==> src/rtl/booth_radix4_if.sv <==
// Operand/result bundle for the radix-4 Booth multiplier.
// The master drives the operands and the slave publishes the product.
interface booth_radix4_if;
  logic [15:0] x;
  logic [15:0] y;
  logic [31:0] out;

  modport master (output x, output y, input out);
  modport slave  (input x, input y, output out);
endinterface

==> src/rtl/booth_radix4.sv <==
// Free-running sequential signed 16x16 multiplier, one radix-4 Booth digit per clock.
// The period is LOAD, eight RUN cycles, then DONE; a new product is published every 10 clocks.
module booth_radix4 (
  input  logic           clk,
  input  logic           reset,
  booth_radix4_if.slave  bus
);

  typedef enum logic [1:0] {
    LOAD = 2'd0,
    RUN  = 2'd1,
    DONE = 2'd2
  } state_t;

  state_t      state_q, state_d;
  logic [15:0] mcand_q, mcand_d;
  logic [16:0] mplier_q, mplier_d;   // {y, y[-1]}
  logic [31:0] acc_q, acc_d;
  logic [2:0]  cnt_q, cnt_d;
  logic [31:0] out_q, out_d;

  logic [4:0]  trip_idx;
  logic [2:0]  triplet;
  logic [17:0] mc18;
  logic [17:0] pp18;
  logic [31:0] pp32;

  // Digit i uses bits {y[2i+1], y[2i], y[2i-1]}, which sit at [2i+2:2i] once y[-1] is appended.
  assign trip_idx = {1'b0, cnt_q, 1'b0};
  assign triplet  = mplier_q[trip_idx +: 3];
  assign mc18     = {{2{mcand_q[15]}}, mcand_q};

  always_comb begin
    pp18 = 18'd0;
    case (triplet)
      3'b001, 3'b010: pp18 = mc18;
      3'b011:         pp18 = mc18 << 1;
      3'b100:         pp18 = -(mc18 << 1);
      3'b101, 3'b110: pp18 = -mc18;
      default:        pp18 = 18'd0;
    endcase
  end

  assign pp32 = {{14{pp18[17]}}, pp18} << {cnt_q, 1'b0};

  always_comb begin
    state_d  = state_q;
    mcand_d  = mcand_q;
    mplier_d = mplier_q;
    acc_d    = acc_q;
    cnt_d    = cnt_q;
    out_d    = out_q;
    case (state_q)
      LOAD: begin
        mcand_d  = bus.x;
        mplier_d = {bus.y, 1'b0};
        acc_d    = 32'd0;
        cnt_d    = 3'd0;
        state_d  = RUN;
      end
      RUN: begin
        acc_d = acc_q + pp32;
        cnt_d = cnt_q + 3'd1;
        if (cnt_q == 3'd7) begin
          state_d = DONE;
        end
      end
      DONE: begin
        out_d   = acc_q;
        state_d = LOAD;
      end
      default: state_d = LOAD;
    endcase
  end

  always_ff @(posedge clk) begin
    if (reset) begin
      state_q  <= LOAD;
      mcand_q  <= 16'd0;
      mplier_q <= 17'd0;
      acc_q    <= 32'd0;
      cnt_q    <= 3'd0;
      out_q    <= 32'd0;
    end else begin
      state_q  <= state_d;
      mcand_q  <= mcand_d;
      mplier_q <= mplier_d;
      acc_q    <= acc_d;
      cnt_q    <= cnt_d;
      out_q    <= out_d;
    end
  end

  assign bus.out = out_q;

endmodule

==> src/flat_wrapper.sv <==
// flat-port wrapper written by rule: the top's interface ports become plain ports
module booth_radix4_flat 
  (clk, reset, bus_x, bus_y, bus_out);
  booth_radix4_if bus_i ();
  input  logic clk;
  input  logic reset;
  input wire logic [$bits(bus_i.x)-1:0] bus_x;
  input wire logic [$bits(bus_i.y)-1:0] bus_y;
  output wire logic [$bits(bus_i.out)-1:0] bus_out;
  assign bus_i.x = bus_x;
  assign bus_i.y = bus_y;
  assign bus_out = bus_i.out;
  booth_radix4 u_core (.clk(clk), .reset(reset), .bus(bus_i));
endmodule
==> config.mk <==
export PLATFORM = sky130hd
export DESIGN_NAME = booth_radix4_flat
export DESIGN_NICKNAME = d
export VERILOG_FILES = /design/src/rtl/booth_radix4_if.sv /design/src/rtl/booth_radix4.sv /design/src/flat_wrapper.sv
export SDC_FILE = /design/constraint.sdc
export NUM_CORES = 1
export LEC_CHECK = 0
export CAP_MARGIN = 5
export CELL_PAD_IN_SITES_DETAIL_PLACEMENT = 0
export CELL_PAD_IN_SITES_GLOBAL_PLACEMENT = 1
export CORE_MARGIN = 4
export CORE_UTILIZATION = 43
export CTS_CLUSTER_SIZE = 16
export DETAILED_ROUTE_END_ITERATION = 8
export PLACE_DENSITY = 0.83
export RECOVER_POWER = 100
export REMOVE_ABC_BUFFERS = 1
export SYNTH_ARGS = -nofsm -noshare
export SYNTH_HDL_FRONTEND = slang
export SYNTH_SLANG_ARGS = --single-unit
export TNS_END_PERCENT = 5
==> constraint.sdc <==
create_clock -name clk -period 5.95 [get_ports clk]
set_input_delay 1.785 -clock clk [delete_from_list [all_inputs] [get_ports clk]]
set_output_delay 1.785 -clock clk [all_outputs]
set_load 0.01 [all_outputs]
==> results of run 1 <==
==> report_power, final <==
part | switching, W | total [W] | internal (W) | leakage (nW)
Combinational | 0.000252 | 0.000449 | 0.000197 | 2.36
Sequential | 0.0000331 | 0.000736 | 0.000703 | 0.823
Clock | 0.000259 | 0.000587 | 0.000328 | 0.140
Total | 0.000543 | 0.00177 | 0.00123 | 3.33
==> timing repair <==
action | CTS | global route
endpoints found under the hold margin | 0 | 0
setup buffers | 0 | 3
resized for setup | 0 | 7
endpoints found under the setup margin | 0 | 6
==> layer usage <==
layer  track usage [%]  up-vias
li1                  -     3427
met1              28.8     3065
met2              31.5      137
met3              3.49       17
met4              4.54        0
met5                 0        -
==> area by class of cell <==
cell class	count	area share (%)
Clock buffer	11	2.84
Clock inverter	5	0.733
Inverter	15	0.687
Multi-Input combinational cell	741	57.2
Sequential cell	101	24.7
Tap cell	216	3.30
Timing Repair Buffer	97	10.6
==> registers in the layout (all words and copies together), names as in the netlist <==
name / cells
u_core.acc_q: 32
u_core.bus.out: 32
u_core.cnt_q: 3
u_core.mcand_q: 16
u_core.mplier_q: 16
u_core.state_q: 2
==> Yosys cell counts, drive strengths merged (5+ instances only) <==
library cell	instances	area share (%)
a21o	11	1.2
buf	9	0.72
o31a	5	0.63
o211ai	8	0.86
xor2	14	1.8
nand2b	10	0.90
o21ai	37	2.7
ha	38	6.8
nand2	182	9.8
o22ai	5	0.45
nor3	16	1.3
xnor2	26	3.3
a22oi	24	2.7
a21oi	120	8.8
nor2	70	3.8
a221oi	12	1.6
a221o	8	1.2
nor2b	6	0.54
dfxtp	101	29
a31oi	5	0.45
nand3	16	1.2
a211oi	8	0.86
mux2i	18	2.7
a22o	17	2.1
inv	15	0.81
mux2	15	2.5
clkbuf	45	2.4
nand4	5	0.45
and2	5	0.45
==> path summary, 6_finish.rpt <==
check	depth (start not counted)	slack [ps]	startpoint	endpoint
setup / recovery	20	390	u_core.cnt_q[1]$_SDFFE_PP0P_	u_core.acc_q[30]$_SDFFE_PP0P_
setup reg to reg	20	390	u_core.cnt_q[1]$_SDFFE_PP0P_	u_core.acc_q[30]$_SDFFE_PP0P_
hold / removal	2	450	u_core.bus.out[22]$_SDFFE_PP0N_	u_core.bus.out[22]$_SDFFE_PP0N_
hold reg to reg	2	450	u_core.bus.out[22]$_SDFFE_PP0N_	u_core.bus.out[22]$_SDFFE_PP0N_
==> worst register-to-register path: stages, from the launching register on <==
cell and delay, ps:
dfxtp_2 460, mux2_2 410, a221oi_2 470, o21ai_1 270, nor3b_1 240, a211oi_1 70
o21ai_0 260, mux2i_1 180, mux2_2 290, a222oi_1 320, buf_4 180, ha_1 260
nand3_1 80, o22ai_1 70, o41a_1 330, nor3b_1 190, a21oi_1 140, o41a_1 420
a31o_2 280, or4b_1 490, nand3_1 90
==> cell families (layout without fill, tap and decap cells) <==
logic type	after synthesis	after routing	synth area share, %
AO/OA/AOI/OAI	292	292	27.4
XOR/XNOR	40	40	5.04
flip-flops	101	101	29.1
multiplexers	37	37	6.48
adder cells (fa/ha/maj)	39	39	7.12
buffers and inverters	69	128	3.96
AND/OR/NAND/NOR	333	333	20.9
==> per-stage QoR <==
step	setup slack (ps)	area [sq um]	instances	utilization [%]
2_1_floorplan	133	6740	857	-
3_3_place_gp	296	7880	1167	49.6
3_5_place_dp	146	7880	1167	49.6
4_1_cts	132	8170	1183	51.4
5_1_grt	6.48	8190	1186	51.6
6_report	386	8190	1186	51.6
==> results by group, run 1 <==
Finish
  • Area Growth Syn to Fin: 17.8%
  • Diodes inserted: 0
  • Layout cells sized above 1: 8.56%
  • Layout Nets: 1,038
  • Area of the multi-input gates: 0.00469 sq mm
  • # fillers: 1,637
  • Commonest non-fill, non-tap cell in the layout: nand2_1
  • Register area: 0.00202 sq mm
  • Commonest non-fill, non-tap cells in the layout: nand2_1 (181), a21oi_1 (117), dfxtp_1 (100)

Timing
  • Final setup skew: 11.5 ps
  • Setup TNS: 0 ps
  • Hold Fails Final Rpt: 0
  • F_max: 180 MHz
  • Slew of the pin with the lowest slew margin: 2260 ps
  • Final setup vio count: 0
  • Final min period: 5560 ps
  • Max Slew Vio Count: 92
  • Final Cycle Share: 93.5%
  • Unrepaired setup endpoints after global routing: false
  • Headroom to the max-slew limit: -50.4%
  • Worst hold slack: 447 ps

Routing
  • Highest metal used: met4
  • Drt total wl: 18,100 microns
  • 1st-pass router iterations: 7
  • Routed WL per cell: 15.3 microns
  • Antenna viol nets, final: 0
  • Metal-1 WL: 9000 microns
  • Starting DRT DRC Count: 407
  • DR vias: 6,646
  • Routed wl met3: 689 microns
  • Routed vias/inst: 5.60
  • Residual DRC count: 0
  • WL met2: 8180 microns

Pwr
  • Leak pwr: 3.33 nW
  • Maximum VDD drop: 0.130 mV
  • Pwr Total: 0.00177 W
  • Power per Cell Area: 216 mW/mm^2

Worst setup path
  • CP peak stage delay: 490 ps
  • Crit Path Max Fanout: 8
  • Crit path buffers/inverters: 1
  • CP Capture Type: flip-flop
  • Cell family with most CP delay: compound AO/OA/AOI/OAI gates
  • CP max-delay cell: or4b_1
  • Worst setup SP type: flip-flop
  • CP Class: reg -> reg
  • Worst path required time: 6240 ps
  • Data arrival, critical path: 5860 ps
  • Crit-path cells: mux2_2 -> a221oi_2 -> o21ai_1 -> nor3b_1 -> a211oi_1 -> o21ai_0 -> mux2i_1 -> mux2_2 -> a222oi_1 -> buf_4 -> ha_1 -> nand3_1 -> o22ai_1 -> o41a_1 -> nor3b_1 -> a21oi_1 -> o41a_1 -> a31o_2 -> or4b_1 -> nand3_1

Logic synthesis
  • Synth cell types: 71
  • Seq/Total Area, Yosys: 29.1%
  • Cell area after synthesis: 0.00695 sq mm
  • Synth Flop Type: dfxtp_1
  • Gate Count Post-Synth: 911
  • Mean Syn Cell Area: 7.63 sq um
  • Async set or reset register ratio after synthesis: 0%
  • EDFF count, synth: 0
  • FF+latch count, synth: 101
  • YS warnings: 0

Run status
  • Violated checks: max-capacitance violations, max-slew violations
  • Status: finished, violations left

Clock tree
  • CTS Buf Count: 9
  • Clock transition at path regs: 70 ps
  • CTS Root Buffer Type: clkbuf_16
  • Max Buffers Root-to-Sink: 2
  • H-Tree Level Count: 3
  • Skew-Pair Late Insertion Delay: 360 ps
  • CTS tree: done
  • Sink Count: 101
  • Hold-fix buffer count after cts: 0

Global route
  • Initial antenna violation count: 0
  • Number of global-route vias before repair: 6,091
  • Gr ovfl total: 0
  • Largest net degree at the start of global routing: 53
  • GR Util All Layers: 20.0%
  • First-pass GRT wire length: 30,200 microns

Floorplanning
  • I/O Pins: 66
  • Die ar.: 0.0183 sq mm
  • Die Y-Extent: 135 microns
  • Initial Utilization: 43.8%
  • Rows: 46
  • Core area: 0.0159 sq mm
  • Die width: 135 microns

Job
  • Max Cap Viol: 2

Place
  • DPL Wire Length: 13,900 microns
  • I/O Buffers: 65
  • Final Wtd Congestion: 0.892

Worst hold path
  • HP Class: reg -> reg
(Power assumes the default switching activity.)
==> inputs of run 2 (changes only) <==
--- a/config.mk
+++ b/config.mk
@@ -15,6 +15,7 @@
 export PLACE_DENSITY = 0.83
 export RECOVER_POWER = 100
 export REMOVE_ABC_BUFFERS = 1
+export SKIP_LAST_GASP = 1
 export SYNTH_ARGS = -nofsm -noshare
 export SYNTH_HDL_FRONTEND = slang
 export SYNTH_SLANG_ARGS = --single-unit
==> results of run 2 <==
The final DEF is identical to that of run 1; final timing and power are the same.
